--- config.mk ---
export PLATFORM = sky130hd
export DESIGN_NAME = mdu_ctrl
export DESIGN_NICKNAME = d
export VERILOG_FILES = /design/src/rtl/mdu_ctrl.sv
export SDC_FILE = /design/constraint.sdc
export NUM_CORES = 1
export LEC_CHECK = 0
export CAP_MARGIN = 15
export CORE_UTILIZATION = 35
export CTS_CLUSTER_SIZE = 12
export DETAILED_ROUTE_END_ITERATION = 8
export PLACE_DENSITY = 0.8
export SETUP_SLACK_MARGIN = 0.15
export SLEW_MARGIN = 20
export SYNTH_ARGS = -nofsm -noshare
export SYNTH_HDL_FRONTEND = slang
export SYNTH_SLANG_ARGS = --single-unit
--- constraint.sdc ---
create_clock -name clk -period 1.9 [get_ports clk]
set_clock_uncertainty 0.1 [all_clocks]
set_input_delay 0.285 -clock clk [delete_from_list [all_inputs] [get_ports clk]]
set_output_delay 0.285 -clock clk [all_outputs]
set_load 0.01 [all_outputs]
--- src/rtl/mdu_ctrl.sv ---
// HI/LO control for an iterative multiply/divide unit: issue, wait, commit, drain.
// Optional MDU_DIV0_FAST_EN: divide by zero retires in IDLE without touching the unit.
module mdu_ctrl #(
    parameter int unsigned TIMEOUT_CYCLES = 48
) (
    input  logic        clk,
    input  logic        rst,
    input  logic        op_valid,
    input  logic [2:0]  op_type,
    input  logic [31:0] rs_data,
    input  logic [31:0] rt_data,
    input  logic        flush,
    output logic        stall_req,
    output logic [31:0] hi_o,
    output logic [31:0] lo_o,
    output logic        mdu_start,
    output logic        mdu_annul,
    output logic        mdu_signed,
    output logic [1:0]  mdu_choose,
    output logic [31:0] mdu_op1,
    output logic [31:0] mdu_op2,
    input  logic [63:0] mdu_result,
    input  logic        mdu_ready,
    output logic        err_o
);

    localparam int unsigned CNT_W = (TIMEOUT_CYCLES > 1) ? $clog2(TIMEOUT_CYCLES) : 1;

    localparam logic [2:0] OP_MULT  = 3'b001;
    localparam logic [2:0] OP_MULTU = 3'b010;
    localparam logic [2:0] OP_DIV   = 3'b011;
    localparam logic [2:0] OP_DIVU  = 3'b100;
    localparam logic [2:0] OP_MTHI  = 3'b101;
    localparam logic [2:0] OP_MTLO  = 3'b110;

    typedef enum logic [1:0] {
        S_IDLE  = 2'd0,
        S_WAIT  = 2'd1,
        S_WRITE = 2'd2,
        S_DRAIN = 2'd3
    } state_e;

    state_e state_q, state_d;

    logic [CNT_W-1:0] cnt_q, cnt_d;
    logic [31:0]      hi_q, hi_d, lo_q, lo_d;
    logic [31:0]      op1_q, op1_d, op2_q, op2_d;
    logic [1:0]       choose_q, choose_d;
    logic             signed_q, signed_d;
    logic             err_q, err_d;

    logic mul_op_c, md_op_c, mt_op_c, div0_fast_c, timeout_c;
    logic accept_c, commit_c, mt_wr_c, timeout_hit_c;

    // Instruction decode
    assign mul_op_c = op_valid && (op_type == OP_MULT || op_type == OP_MULTU);
    assign md_op_c  = mul_op_c || (op_valid && (op_type == OP_DIV || op_type == OP_DIVU));
    assign mt_op_c  = op_valid && (op_type == OP_MTHI || op_type == OP_MTLO);

`ifdef MDU_DIV0_FAST_EN
    assign div0_fast_c = op_valid && (op_type == OP_DIV || op_type == OP_DIVU) && (rt_data == 32'd0);
`else
    assign div0_fast_c = 1'b0;
`endif

    assign timeout_c = (cnt_q == CNT_W'(TIMEOUT_CYCLES - 1)) && !mdu_ready;

    // State register
    always_ff @(posedge clk or negedge rst) begin
        if (!rst) begin
            state_q <= S_IDLE;
        end else begin
            state_q <= state_d;
        end
    end

    // Next-state logic
    always_comb begin
        state_d = state_q;
        unique case (state_q)
            S_IDLE:  if (md_op_c && !flush && !div0_fast_c) state_d = S_WAIT;
            S_WAIT: begin
                if (flush || timeout_c) state_d = S_DRAIN;
                else if (mdu_ready)     state_d = S_WRITE;
            end
            S_WRITE: state_d = S_DRAIN;
            S_DRAIN: if (!mdu_ready) state_d = S_IDLE;
            default: state_d = S_IDLE;
        endcase
    end

    // Per-state outputs and datapath enables; flush beats a same-cycle ready
    always_comb begin
        stall_req     = 1'b0;
        mdu_start     = 1'b0;
        mdu_annul     = 1'b0;
        accept_c      = 1'b0;
        commit_c      = 1'b0;
        mt_wr_c       = 1'b0;
        timeout_hit_c = 1'b0;
        unique case (state_q)
            S_IDLE: begin
                accept_c  = md_op_c && !flush && !div0_fast_c;
                stall_req = accept_c;
                mt_wr_c   = mt_op_c && !flush;
            end
            S_WAIT: begin
                stall_req     = 1'b1;
                mdu_start     = 1'b1;
                mdu_annul     = flush || timeout_c;
                commit_c      = mdu_ready && !flush;
                timeout_hit_c = timeout_c && !flush;
            end
            S_DRAIN: stall_req = md_op_c || mt_op_c;
            default: ;
        endcase
    end

    // Datapath next values
    always_comb begin
        hi_d     = hi_q;
        lo_d     = lo_q;
        op1_d    = op1_q;
        op2_d    = op2_q;
        choose_d = choose_q;
        signed_d = signed_q;
        err_d    = err_q | timeout_hit_c;
        cnt_d    = (state_q == S_WAIT) ? cnt_q + CNT_W'(1) : '0;
        if (accept_c) begin
            op1_d    = rs_data;
            op2_d    = rt_data;
            choose_d = mul_op_c ? 2'b11 : 2'b01;
            signed_d = (op_type == OP_MULT) || (op_type == OP_DIV);
        end else if (state_d == S_IDLE || state_d == S_DRAIN) begin
            choose_d = 2'b00;
            signed_d = 1'b0;
        end
        if (commit_c) begin
            hi_d = mdu_result[63:32];
            lo_d = mdu_result[31:0];
        end else if (mt_wr_c) begin
            if (op_type == OP_MTHI) hi_d = rs_data;
            else                    lo_d = rs_data;
        end
    end

    always_ff @(posedge clk or negedge rst) begin
        if (!rst) begin
            cnt_q    <= '0;
            hi_q     <= '0;
            lo_q     <= '0;
            op1_q    <= '0;
            op2_q    <= '0;
            choose_q <= 2'b00;
            signed_q <= 1'b0;
            err_q    <= 1'b0;
        end else begin
            cnt_q    <= cnt_d;
            hi_q     <= hi_d;
            lo_q     <= lo_d;
            op1_q    <= op1_d;
            op2_q    <= op2_d;
            choose_q <= choose_d;
            signed_q <= signed_d;
            err_q    <= err_d;
        end
    end

    assign hi_o       = hi_q;
    assign lo_o       = lo_q;
    assign mdu_op1    = op1_q;
    assign mdu_op2    = op2_q;
    assign mdu_choose = choose_q;
    assign mdu_signed = signed_q;
    assign err_o      = err_q;

endmodule
## Word-level counts from Yosys, hierarchy flattened

Index checks and enable logic that the tools add are counted.

- Logic and storage cells: 72
- Output and inout bits: 135
- Bits of input ports: 136
- Flip-flop bits (word level): 140

- Multiplexer cells: 24
- Bitwise logic cells: 1
- Reductions and logical operators: 25
- $add $sub $neg: 1
- Equality and inequality tests: 12

Operators by type and width:

| operator | number |
|---|---|
| $mux W32 | 6 |
| $mux W2 | 7 |
| $eq A3 B3 Y1 const B | 3 |
| $logic_and A1 B1 Y1 | 8 |
| $logic_or A1 B1 Y1 | 8 |
| $mux W1 | 8 |
| $pmux W2 S4 | 1 |
| $add A6 B1 Y6 const B | 1 |
| $eq A2 B2 Y1 const B | 3 |
| $eq A3 B2 Y1 const B | 2 |
| $eq A6 B6 Y1 const B | 1 |
| $mux W6 | 1 |
| $reduce_bool A2 Y1 | 3 |
| $logic_not A2 Y1 | 2 |
| $reduce_and A2 Y1 | 2 |
| $eq A3 B1 Y1 const B | 1 |
| $pmux W1 S3 | 1 |
| $eq A2 B1 Y1 const B | 1 |
| $logic_not A1 Y1 | 2 |
| $ne A2 B2 Y1 const B | 1 |
| $or A1 B1 Y1 | 1 |

## Logic depth before layout (Yosys ltp)

Gate-level depths: netlist (run 1).

- Depth in word-level cells: 11
- Gate-level depth with buffers: 6
- Gate-level depth less buffers: 4

## Worst setup path before layout (run 1)

No wires, ideal clock.

- Path type: reg-to-reg
- Start: register state_q[1]
- End: register op1_q[0], in the netlist mdu_op1[0]
- Data arrival time: 1,790 ps
- Stages on the path, launching flop included: 7
- Buffers on the path: 3
- Period minus slack after synthesis: 2,015 ps
- Setup time: 125 ps
- Path slack: -115 ps
- Data required time: 1,675 ps
- Path through: dfrtp_1 > or4b_1 > buf_2 > nand3b_4 > buf_6 > buf_6 > mux2_4

- Cells in the longest elaborated chain, start to end: 2

Ends and longest elaborated chain:

| what | RTL line | RTL |
|---|---|---|
| start, declared | 43 | `state_e state_q, state_d;` |
| start signal, assigned | 73 | `state_q <= state_d;` |
| $logic_not A2 Y1 | 101 | `unique case (state_q)` |
| $mux W1 | 101 |  |
| end signal, assigned | 161 | `op1_q <= op1_d;` |
| end, declared | 47 | `logic [31:0] op1_q, op1_d, op2_q, op2_d;` |

No other way between the ends.
A chain may end at the register's enable or synchronous reset.

## Worst setup path in the final report (run 1)

- Start: register state_q[1]
- End: register op1_q[13], in the netlist mdu_op1[13]

Same word-level chain as after synthesis.

==> results.cfg, run 1 <==
[status]
status = finished, violations left
violations = setup timing

[yosys]
synthTopCellsByCount = dfrtp_1 (140), and2_1 (65), a221o_1 (64)
synth_cells = 411
syn-num-nets = 548
async_flop_share_pct = 100
synth_most_common_cell = dfrtp_1
synth_area_sq_um = 5910
yosysSeqAreaShare_pct = 59.3
ys_top_cells_by_area = dfrtp_1 (59%), a221o_1 (11%), mux2_4 (9.7%)
synth_warnings = 0
synth_edf_count = 0
synth_flop_cell = dfrtp_1
synth_cell_types = 34
syn_avg_cell_area_sq_um = 14.4
netlist.top_cell.by_area = dfrtp_1
ys_ff_latch = 140
synth_top_area_share_pct = 59.3

[worst_setup_path]
crit_chain = or4b_4 > nand3b_4 > buf_12 > mux2_4
path_max_fanout = 34
endpoint_kind = flop
max_stage_delay_ps = 560
arrival_ps = 2150
cp_num_buf_inv = 1
critPathSlowestCell = or4b_4
criticalPathCategory = reg2reg
critPathLaunchType = flop
cp_data_required_time_ps = 2090
crit_family = simple AND/OR/NAND/NOR gates

[sta]
setup_ws_ps = -56.4
worst_slew_pin_slew_ps = 412
setup_violations = 78
relSlewSlack_pct = 72.5
slew_viol_final = 0
rsz0062_at_grt = true
fin_crit_ps = 1960
period_share_pct = 103
whs_ps = 342
hold_viol = 0
fmax_ghz = 0.511

[drt]
drt_wl_total_um = 18000
route.detailed.drc = 0
via_per_inst = 5.05
ant_nets = 0
vias = 4745
first_pass_iters = 5
wl_per_cell_um = 19.1
drt_iter0_markers = 260

[global_route]
grt_max_degree = 76
grt_pass1_vias = 5214
antenna_found_initial = 1
grt_overflow = 0
grt_first_pass_wirelength_um = 28600
globalRouteTotalUtil_pct = 21.3

[power]
clkPwrFrac_pct = 23.9
pwr-share-comb_pct = 41.1
total_power_w = 0.0147
internal_power_w = 0.0104
peakVddDrop_uv = 631
p_seq_share_pct = 35.0
p_sw_w = 0.00423
leakage_nw = 4.83
swShare_pct = 28.9
power.density_nw_per_um2 = 1480

[die]
fp.dieW_um = 132
io_pins = 271
coreArea_sq_um = 16500
die_h_um = 132
std_cell_rows = 47
die-area_sq_um = 17400
start_util_pct = 35.8

[clock_network]
cts_buffers = 17
clkSinkCount = 140
path_clk_slew_ps = 60
cts_buffer_depth = 2
root_buffer = clkbuf_16
cts_tree = done
htreeDepth = 4
clk_latency_ps = 410

[place]
gp_congestion = 0.825
port_buffers = 270
dp.final_hpwl_um = 12800

[layout]
nets = 844
drive_gt1_share_pct = 20.6
n_fill_cell = 1272
area_growth_pct = 68.0
fin_util_pct = 60.1

[job]
maxCapViolCount = 0

[min_path]
hold_class = in2reg
-- kinds of logic after synthesis --
logic type,share of synthesized area (%)
buffers and inverters,2.79
muxes,14.8
and+or+nand+nor,9.74
AOI/OAI and AO/OA,12.6
xor gates and xnor gates,0.593
DFF,59.3
adders and majority gates,0.212
-- tightest hold or removal path, cell delays in order --
cell           delay, ps
dlygate4sd2_1        260
buf_4                160
a22o_1               120
-- power by group through the flow --
stage	logic (W)	registers, W	clock network (W)
floorplan	0.00183	0.00565	0
global placement	0.00593	0.00511	0
detailed placement	0.00609	0.00513	0
CTS	0.00615	0.00514	0.00357
global route	0.00637	0.00528	0.00369
finish	0.00602	0.00514	0.00350
-- cells in the final DEF, fill, tap and decap left out, types with 4 or more instances in the layout --
cell type,synthesis,final
clkdlybuf4s50_1,0,220
clkbuf_16,0,17
mux2_2,26,26
dlygate4sd2_1,0,12
nor2_1,10,8
buf_4,0,18
buf_6,5,6
and2_1,65,65
bufinv_16,0,4
mux2_4,38,38
buf_12,0,12
dfrtp_1,140,140
dlymetal6s2s_1,0,34
a221o_1,64,64
-- state kept, by name, summed over array words and instances, names as in the netlist --
register	flops
err_o	1
mdu_choose	2
lo_o	32
cnt_q	6
state_q	2
hi_o	32
mdu_op2	32
mdu_op1	32
mdu_signed	1
-- per-layer routing --
layer / vias to the layer above / share of wire, % / track usage (%)
met1: 2365 / 39 / 24.5
met3: 42 / 5.9 / 5.00
met4: 0 / 3.2 / 10.1
met2: 213 / 52 / 37.3
met5: - / 0 / 0
li1: 2125 / - / -
-- final cells by class --
class                      instances  area (sq um)  share of cell area, %
multi-input combinational        242          2330                   23.5
inverter                           1          3.75                 0.0378
antenna                            1          2.50                 0.0252
timing repair buffer             305          3200                   32.2
sequential                       140          3500                   35.3
clock inverter                    10           166                   1.68
clock buffer                      20           457                   4.60
tap                              220           275                   2.77
-- through the flow --
stage | instance area [sq um] | std cells | setup TNS (ps) | setup WS [ps]
2_1_floorplan | 5930 | 411 | -6660 | -115
3_3_place_gp | 9140 | 903 | -49470 | -407
3_5_place_dp | 9140 | 903 | -52590 | -424
4_1_cts | 9830 | 938 | -251 | -25.0
5_1_grt | 9930 | 939 | -4890 | -93.8
6_report | 9930 | 939 | -1600 | -56.4
-- timing repair --
| action | 4_1_cts | 5_1_grt |
|---|---|---|
| hold endpoints to repair | 140 | 0 |
| hold buffers | 1 | 0 |
| buffers inserted | 4 | 0 |
| resized for setup | 39 | 37 |
| endpoints found under the setup margin | 140 | 167 |
| pin swaps | 5 | 2 |
-- path summary, 6_finish.rpt --
check	slack, ps	endpoint	startpoint	cells past startpoint
worst max-delay path	-60	mdu_op1[13]	state_q[1]	4
worst min-delay path	340	mdu_signed	op_type[0]	3
worst max register to register	-60	mdu_op1[13]	state_q[1]	4
worst min register to register	380	err_o	err_o	1
max in group asynchronous	990	cnt_q[0]	rst	3
min in group asynchronous	350	mdu_op1[25]	rst	3
Note: power is estimated with default switching activity, not from simulation.
==> inputs of run 2 (changes only) <==
--- a/config.mk
+++ b/config.mk
@@ -10,8 +10,7 @@
 export CTS_CLUSTER_SIZE = 12
 export DETAILED_ROUTE_END_ITERATION = 8
 export PLACE_DENSITY = 0.8
-export SETUP_SLACK_MARGIN = 0.15
-export SLEW_MARGIN = 20
+export SETUP_SLACK_MARGIN = 0.5
 export SYNTH_ARGS = -nofsm -noshare
 export SYNTH_HDL_FRONTEND = slang
 export SYNTH_SLANG_ARGS = --single-unit
==> results.cfg, run 2 (synthesized netlist as in run 1, its figures left out) <==
[worst_setup_path]
timing.rr.start = state_q[1]
endpoint_kind = flop
path_max_fanout = 13
rr_endpoint = hi_o[21]
cp-startpoint = state_q[1]
criticalPathCategory = reg2reg
endpoint = hi_o[21]
rr_worst_depth = 5
critPathLaunchType = flop
cp_data_required_time_ps = 2090
r2r_setup_slack_ps = -110
arrival_ps = 2200

[layout]
fin_util_pct = 57.7
drive_gt1_share_pct = 40.1
fin_cells = 968
final_common_cell = dfrtp_1
nets = 874
n_fill_cell = 1338
diodes = 0
mostFrequentLayoutCells = dfrtp_1 (140), clkdlybuf4s50_1 (130), buf_2 (116), and2_1 (65), a221o_1 (64)
area_growth_pct = 61.4

[drt]
via_per_inst = 5.16
first_pass_iters = 5
route.detailed.drc = 0
drt_wl_total_um = 19100
drt_iter0_markers = 249
ant_nets = 0
vias = 4999
wl_per_cell_um = 19.8

[clock_network]
path_clk_slew_ps = 60
cts_buffers = 17
root_buffer = clkbuf_16
clkSinkCount = 140
clk_latency_ps = 410
cts_buffer_depth = 2
cts_tree = done
htreeDepth = 4

[sta]
rsz0062_at_grt = true
whs_ps = 298
fmax_ghz = 0.498
fin_crit_ps = 2010
period_share_pct = 106
worst_slew_pin_slew_ps = 509
hold_viol = 0
slew_viol_final = 0
setup_ws_ps = -107
setup_violations = 112
relSlewSlack_pct = 66.1
setup_tns_ps = -8140

[die]
die_h_um = 132
io_pins = 271
die-area_sq_um = 17400
coreArea_sq_um = 16500
start_util_pct = 35.8
std_cell_rows = 47
fp.dieW_um = 132

[status]
violations = setup timing
status = finished, violations left

[global_route]
grt_pass1_vias = 5199
antenna_found_initial = 0
grt_first_pass_wirelength_um = 28800
globalRouteTotalUtil_pct = 21.8
grt_max_degree = 52
grt_overflow = 0

[job]
maxCapViolCount = 0

[place]
dp_cells = 901
gp_congestion = 0.866
port_buffers = 270
dp.final_hpwl_um = 12800

[power]
leakage_nw = 4.80
peakVddDrop_uv = 651
total_power_w = 0.0138
power.density_nw_per_um2 = 1450

[min_path]
hold_class = in2async
==> run 2: cell type report <==
class,instances,area (sq um),area share (%)
timing repair buffer,335,2840,29.8
clock inverter,11,120,1.26
tap,220,275,2.89
inverter,1,3.75,0.0393
clock buffer,19,453,4.75
multi-input combinational,242,2340,24.6
sequential,140,3500,36.7
==> run 2: what timing repair did <==
action	CTS	global route
cloned	2	2
resized for setup	494	31
setup buffers	29	3
pin swaps	5	4
setup endpoints to repair	267	157
hold endpoints to repair	47	0
hold buffers	1	0
==> run 2: power breakdown <==
group / switching, W / internal [W]
Combinational: 0.00229 / 0.00316
Sequential: 0.000820 / 0.00432
Clock: 0.00125 / 0.00198
==> run 2: worst min path at each step <==
stage / startpoint / to / slack (ps) / cells after the start
2_1_floorplan: rst / cnt_q[0] / -110 / 0
3_3_place_gp: rst / mdu_op2[27] / 160 / 1
3_5_place_dp: rst / mdu_op2[1] / 170 / 1
4_1_cts: rst / cnt_q[0] / 310 / 2
5_1_grt: rst / mdu_op2[28] / 340 / 2
6_report: rst / mdu_op2[26] / 300 / 2
==> run 2: per-stage QoR <==
step | worst slack (ps) | area, sq um
2_1_floorplan | -115 | 5950
3_3_place_gp | -483 | 9100
3_5_place_dp | -541 | 9100
4_1_cts | -95.9 | 9410
5_1_grt | -128 | 9540
6_report | -107 | 9540
==> run 2: worst max-delay path, cell delays in order (launching register included) <==
cell	delay (ps)
dfrtp_1	390
or4b_4	530
buf_6	150
o21ba_4	230
buf_12	160
a221o_1	310
==> run 2: per-layer routing <==
metal	wire, um	vias to the layer above	global-route usage [%]
li1	-	2187	-
met1	7630	2484	25.9
met2	9650	282	37.8
met3	1300	46	4.65
met4	567	0	10.2
met5	0	-	0
